<file path="src/rtl/exp_result_buffer.sv">
// Result FIFO behind the exponential core: captures {intpart, fracpart} on each rising edge of done.
// Define EXP_BUF_OVERWRITE_EN to make a push into a full FIFO replace the oldest entry instead of being dropped.
module exp_result_buffer #(
  parameter int DEPTH = 4,
  parameter int CW    = $clog2(DEPTH) + 1
) (
  input  logic          clk,
  input  logic          rst,
  input  logic          clr,
  input  logic          done,
  input  logic [1:0]    intpart,
  input  logic [15:0]   fracpart,
  output logic          out_valid,
  input  logic          out_ready,
  output logic [1:0]    out_int,
  output logic [15:0]   out_frac,
  output logic [CW-1:0] count,
  output logic          overflow
);
  localparam int AW = $clog2(DEPTH);

  logic [17:0]   mem_q [DEPTH];
  logic [AW-1:0] wr_ptr_q, wr_ptr_d;
  logic [AW-1:0] rd_ptr_q, rd_ptr_d;
  logic [CW-1:0] count_q, count_d;
  logic          ovf_q, ovf_d;
  logic          done_q;
  logic          push, pop, full, wr_en;

  assign push = done & ~done_q;
  assign pop  = (count_q != '0) & out_ready;
  assign full = (count_q == CW'(DEPTH));

  always_comb begin
    wr_ptr_d = wr_ptr_q;
    rd_ptr_d = rd_ptr_q;
    count_d  = count_q;
    ovf_d    = ovf_q;
    wr_en    = 1'b0;
    if (clr) begin
      wr_ptr_d = '0;
      rd_ptr_d = '0;
      count_d  = '0;
      ovf_d    = 1'b0;
    end else if (push && pop) begin
      wr_en    = 1'b1;
      wr_ptr_d = wr_ptr_q + AW'(1);
      rd_ptr_d = rd_ptr_q + AW'(1);
    end else if (push && !full) begin
      wr_en    = 1'b1;
      wr_ptr_d = wr_ptr_q + AW'(1);
      count_d  = count_q + CW'(1);
    end else if (push) begin
      ovf_d = 1'b1;
`ifdef EXP_BUF_OVERWRITE_EN
      // Full: the write lands on the oldest slot, so the head moves with it.
      wr_en    = 1'b1;
      wr_ptr_d = wr_ptr_q + AW'(1);
      rd_ptr_d = rd_ptr_q + AW'(1);
`endif
    end else if (pop) begin
      rd_ptr_d = rd_ptr_q + AW'(1);
      count_d  = count_q - CW'(1);
    end
  end

  always_ff @(posedge clk or negedge rst) begin
    if (!rst) begin
      wr_ptr_q <= '0;
      rd_ptr_q <= '0;
      count_q  <= '0;
      ovf_q    <= 1'b0;
      done_q   <= 1'b0;
    end else begin
      wr_ptr_q <= wr_ptr_d;
      rd_ptr_q <= rd_ptr_d;
      count_q  <= count_d;
      ovf_q    <= ovf_d;
      done_q   <= done;
    end
  end

  // Array is cleared on reset so the head read is never X.
  always_ff @(posedge clk or negedge rst) begin
    if (!rst) begin
      mem_q <= '{default: '0};
    end else if (wr_en) begin
      mem_q[wr_ptr_q] <= {intpart, fracpart};
    end
  end

  assign out_valid = (count_q != '0);
  assign out_int   = mem_q[rd_ptr_q][17:16];
  assign out_frac  = mem_q[rd_ptr_q][15:0];
  assign count     = count_q;
  assign overflow  = ovf_q;
endmodule

</file>
<file path="config.mk">
export PLATFORM = sky130hd
export DESIGN_NAME = exp_result_buffer
export DESIGN_NICKNAME = d
export VERILOG_FILES = /design/src/rtl/exp_result_buffer.sv
export SDC_FILE = /design/constraint.sdc
export NUM_CORES = 1
export LEC_CHECK = 0
export ABC_AREA = 0
export CAP_MARGIN = 25
export CORE_ASPECT_RATIO = 1.75
export CORE_MARGIN = 8
export CORE_UTILIZATION = 55
export CTS_CLUSTER_DIAMETER = 100
export DETAILED_ROUTE_END_ITERATION = 6
export MAX_ROUTING_LAYER = met4
export PLACE_DENSITY = 0.9
export SLEW_MARGIN = 20
export SYNTH_ARGS = -nofsm -noshare
export SYNTH_HDL_FRONTEND = slang
export SYNTH_SLANG_ARGS = --single-unit
</file>
<file path="constraint.sdc">
create_clock -name clk -period 2.64 [get_ports clk]
set_clock_uncertainty 0.15 [all_clocks]
set_input_delay 0.264 -clock clk [delete_from_list [all_inputs] [get_ports clk]]
set_output_delay 0.264 -clock clk [all_outputs]
set_load 0.01 [all_outputs]
</file>
==> results.md <==
Floorplanning:
- The die is 128 µm tall.
- Measured along the x axis, the die boundary spans between 80 and 90 µm.
- The initial standard-cell utilization of the core is 0.558.
- The row count is 41.
- The core region area is a little over 0.007 mm².
- 46 I/O pins were placed.
- The die area is about 0.010 mm².

Place:
- The number of buffer cells added on primary ports is 45.
- Summed over all nets, the half-perimeter wirelength after detailed placement is between 5000 and 6000 µm.
- The worst slack at placement is just under 80 ps.
- The final estimated routing congestion in global placement is around 0.79.
- The placed standard-cell area is approximately 0.0045 mm².

STA:
- The worst hold slack is slightly below 300 ps.
- Headroom to the max-slew limit came out at 0.580.
- The worst-margin pin slew is roughly 630 ps.
- The final max-slew violation count is 0.
- Setup repair after global routing left no endpoint under its margin.
- The final count of hold timing violations is 0.
- The final-layout setup total negative slack is 0 ps.
- Of the available clock period, the critical path in the final layout requires 0.908.
- Based on the critical path, the design can be clocked at up to approximately 420 MHz.
- The routed design could run at a clock period as short as 2400 ps.
- Setup violations remaining at the end of the flow were counted as 0.
- The post-route worst setup slack is approximately 240 ps.

Clock network:
- The CTS buffer count is 9.
- In this run, post-CTS repair resized a total of 0 instances.
- Post-CTS timing repair inserted 0 buffers for setup.
- The depth of the CTS H-tree is 3.
- Clock tree synthesis found a total of between 80 and 90 sinks.
- The root buffer selected by CTS is clkbuf_16.
- The insertion delay of the later-clocked pin in the worst-skew pair is approximately 330 ps.
- After clock tree synthesis, the clock-pin slew on the worst setup and hold paths is roughly 60 ps.
- The CTS tree is done.
- The deepest clock path buffer count is 2.

Global routing:
- In the global route stage, met2 resource usage came out at 0.269.
- Entering global routing, the biggest net connects just under 50 pins.
- In the global route stage, met3 resource usage came out at 0.0309.
- The total routing resource utilization after global routing is 0.169.
- The first global-routing pass estimated between 10000 and 15000 µm of wire.
- The global-route layer with the greatest usage is met2.
- The total overflow left after global routing is 0.
- The routing usage on met1 is 0.189.
- The number of antenna violations at the first check in global routing is 0.
- The via count of the first global-routing pass is roughly 2600.

Setup path:
- STA classifies the critical path endpoint as an output port.
- The critical path is of the flip-flop to output port type.
- The worst setup path is launched from a flip-flop.
- Among all stages on the critical path, the largest delay is contributed by mux4_2.
- The number of buffers and inverters on the critical path is 2.
- The beginning of the worst register-to-register path is count[0].
- The largest single stage delay on the critical path is approximately 560 ps.
- The critical path endpoint is out_frac[5].
- The critical path crosses 3 cells after its start point.
- Setup slack on the worst reg-to-reg path comes out at 320 ps.
- The data required time at the worst endpoint is between 2000 and 2500 ps.
- The worst register-to-register path has a depth of 8.
- The endpoint of the most critical register-to-register path is count[2].
- The most critical setup path has its startpoint at rd_ptr_q[0].
- The critical path's top delay family is buffers and inverters.
- Of all nets on the critical path, the largest fanout is 10.
- Data on the critical path arrives at its endpoint at about 2000 ps.
- The signal on the critical path passes through buf_4 -> mux4_2 -> clkdlybuf4s50_1.

Final layout:
- Summing all non-filler instances in the final layout gives an area of about 0.0047 mm².
- The repair_antennas step left the layout with diodes totalling 0.
- The area growth from synthesis to layout is 20.0%.
- Of the cells placed in the final design, the portion with a size suffix greater than 1 is 0.399.
- The number of nets at the end of the flow is 326.

Synth:
- Synthesis produced a netlist whose cell count is between 200 and 250.
- In this run, synthesis produced a sequential element count of just over 80.
- The top-area cell type share of the netlist area is 0.513.
- Yosys printed 0 warnings.
- Yosys instantiated no cell more often than dfrtp_1.
- The most frequently used flop master after synthesis is dfrtp_1.
- The cell area after technology mapping is roughly 0.0039 mm².
- The number of distinct library cells after synthesis is 31.
- The largest area contributor in the synthesized netlist is dfrtp_1.
- The number of flops mapped to enable cells by yosys is 0.
- The average footprint of a synthesized cell is 16.2 µm².
- The post-synthesis async set-or-reset flop share is 1.00.
- The synthesized net count is between 200 and 300.
- Ranked by total cell area, the synthesized netlist is headed by dfrtp_1 51%, mux2_4 15%, mux4_2 10%.
- The proportion of synthesized chip area in sequential cells is 0.513.
- The commonest cells after synthesis are 81 x dfrtp_1, 40 x mux2_4, 33 x mux2_2.

Drt:
- The remaining number of nets flagged by the antenna check after routing is 0.
- In this run, the number of DRC markers left after iteration 0 of detailed routing was around 110.
- The routed wire length is around 7700 µm.
- For this run, the detailed router's first-pass iteration total came to 4.
- The detailed router placed 2252 vias in this run.
- The mean routed wirelength per cell is slightly below 20 µm.
- The residual DRC count is 0.
- The average vias per placed instance is roughly 5.8.

Run status:
- The run finished with clean final reports.

Run:
- Across the run, the number of max-cap violations was 0.

Power:
- For this design the static power due to leakage is around 0.0021 µW.
- The power per cell area is 826 mW/mm².
- IR analysis of the VDD net gives a maximum drop of roughly 420 µV.

Min path:
- The classification of the worst-slack hold path is primary input to flip-flop.
- In this run the most critical hold path is launched from done.
==> worst min path at each step <==
| stage | end | slack [ps] | cells after the start |
|---|---|---|---|
| floorplan | count[0] | -180 | 0 |
| global placement | overflow | 150 | 1 |
| detailed placement | done_q | 180 | 1 |
| CTS | done_q | 290 | 1 |
| global route | done_q | 300 | 1 |
| finish | done_q | 290 | 1 |
==> per-stage QoR <==
stage | power [µW] | instances | utilization
after floorplan | 2320 | 244 | -
after global placement | 2750 | 372 | 0.629
after detailed placement | 2790 | 372 | 0.629
after CTS | 3950 | 389 | 0.669
after global routing | 4100 | 389 | 0.669
final | 3910 | 389 | 0.669
==> per-layer routing <==
layer / part of all wire / wire (µm) / vias up
met1: 0.40 / 3050 / 1175
met4: 0.040 / 312 / 0
met2: 0.53 / 4070 / 58
li1: - / - / 996
met5: 0 / 0 / -
met3: 0.036 / 281 / 23
==> cells by family after synthesis <==
family          synth area share
mux                        0.354
flops                      0.513
simple gates              0.0456
buf+inv                   0.0463
compound gates            0.0184
fa+ha+maj                 0.0158
xor+xnor                 0.00666
==> cell type report <==
type                       count  area (µm²)
tap                           86         108
inverter                       3        11.3
sequential                    81        2030
clock buffer                  14         264
fill                         485        2340
multi-input combinational    143        1740
clock inverter                 2        12.5
timing repair buffer          60         576
==> power by group <==
| part | switching (µW) | internal (µW) | total (µW) |
|---|---|---|---|
| clock | 461 | 687 | 1150 |
| combinational | 406 | 739 | 1140 |
| sequential | 151 | 1470 | 1620 |
| total | 1020 | 2900 | 3910 |
==> layout by cell type (no fill, tap or decap), types with 2 or more instances in the layout <==
master           count
dfrtp_1             81
clkdlybuf4s50_1     44
mux2_4              40
mux2_2              33
mux4_2              18
buf_4               14
nor2_1              10
clkbuf_16            9
a21oi_1              6
ha_1                 5
nand2b_1             4
and2_1               4
inv_1                3
clkbuf_1             3
nor3_1               2
nor2b_1              2
mux2i_1              2
xor2_1               2
o21ai_0              2
nand3_1              2
clkbuf_8             2
==> what timing repair did <==
item / 4_1_cts / 5_1_grt
hold buffers: 1 / 0
endpoints found under the setup margin: 0 / 0
hold endpoints to repair: 47 / 0
==> flip-flops by register name (all words and copies together), names as in the netlist <==
name      cells
count         3
done_q        1
mem_q        72
overflow      1
rd_ptr_q      2
wr_ptr_q      2
Power figures use the tool's default switching activity.
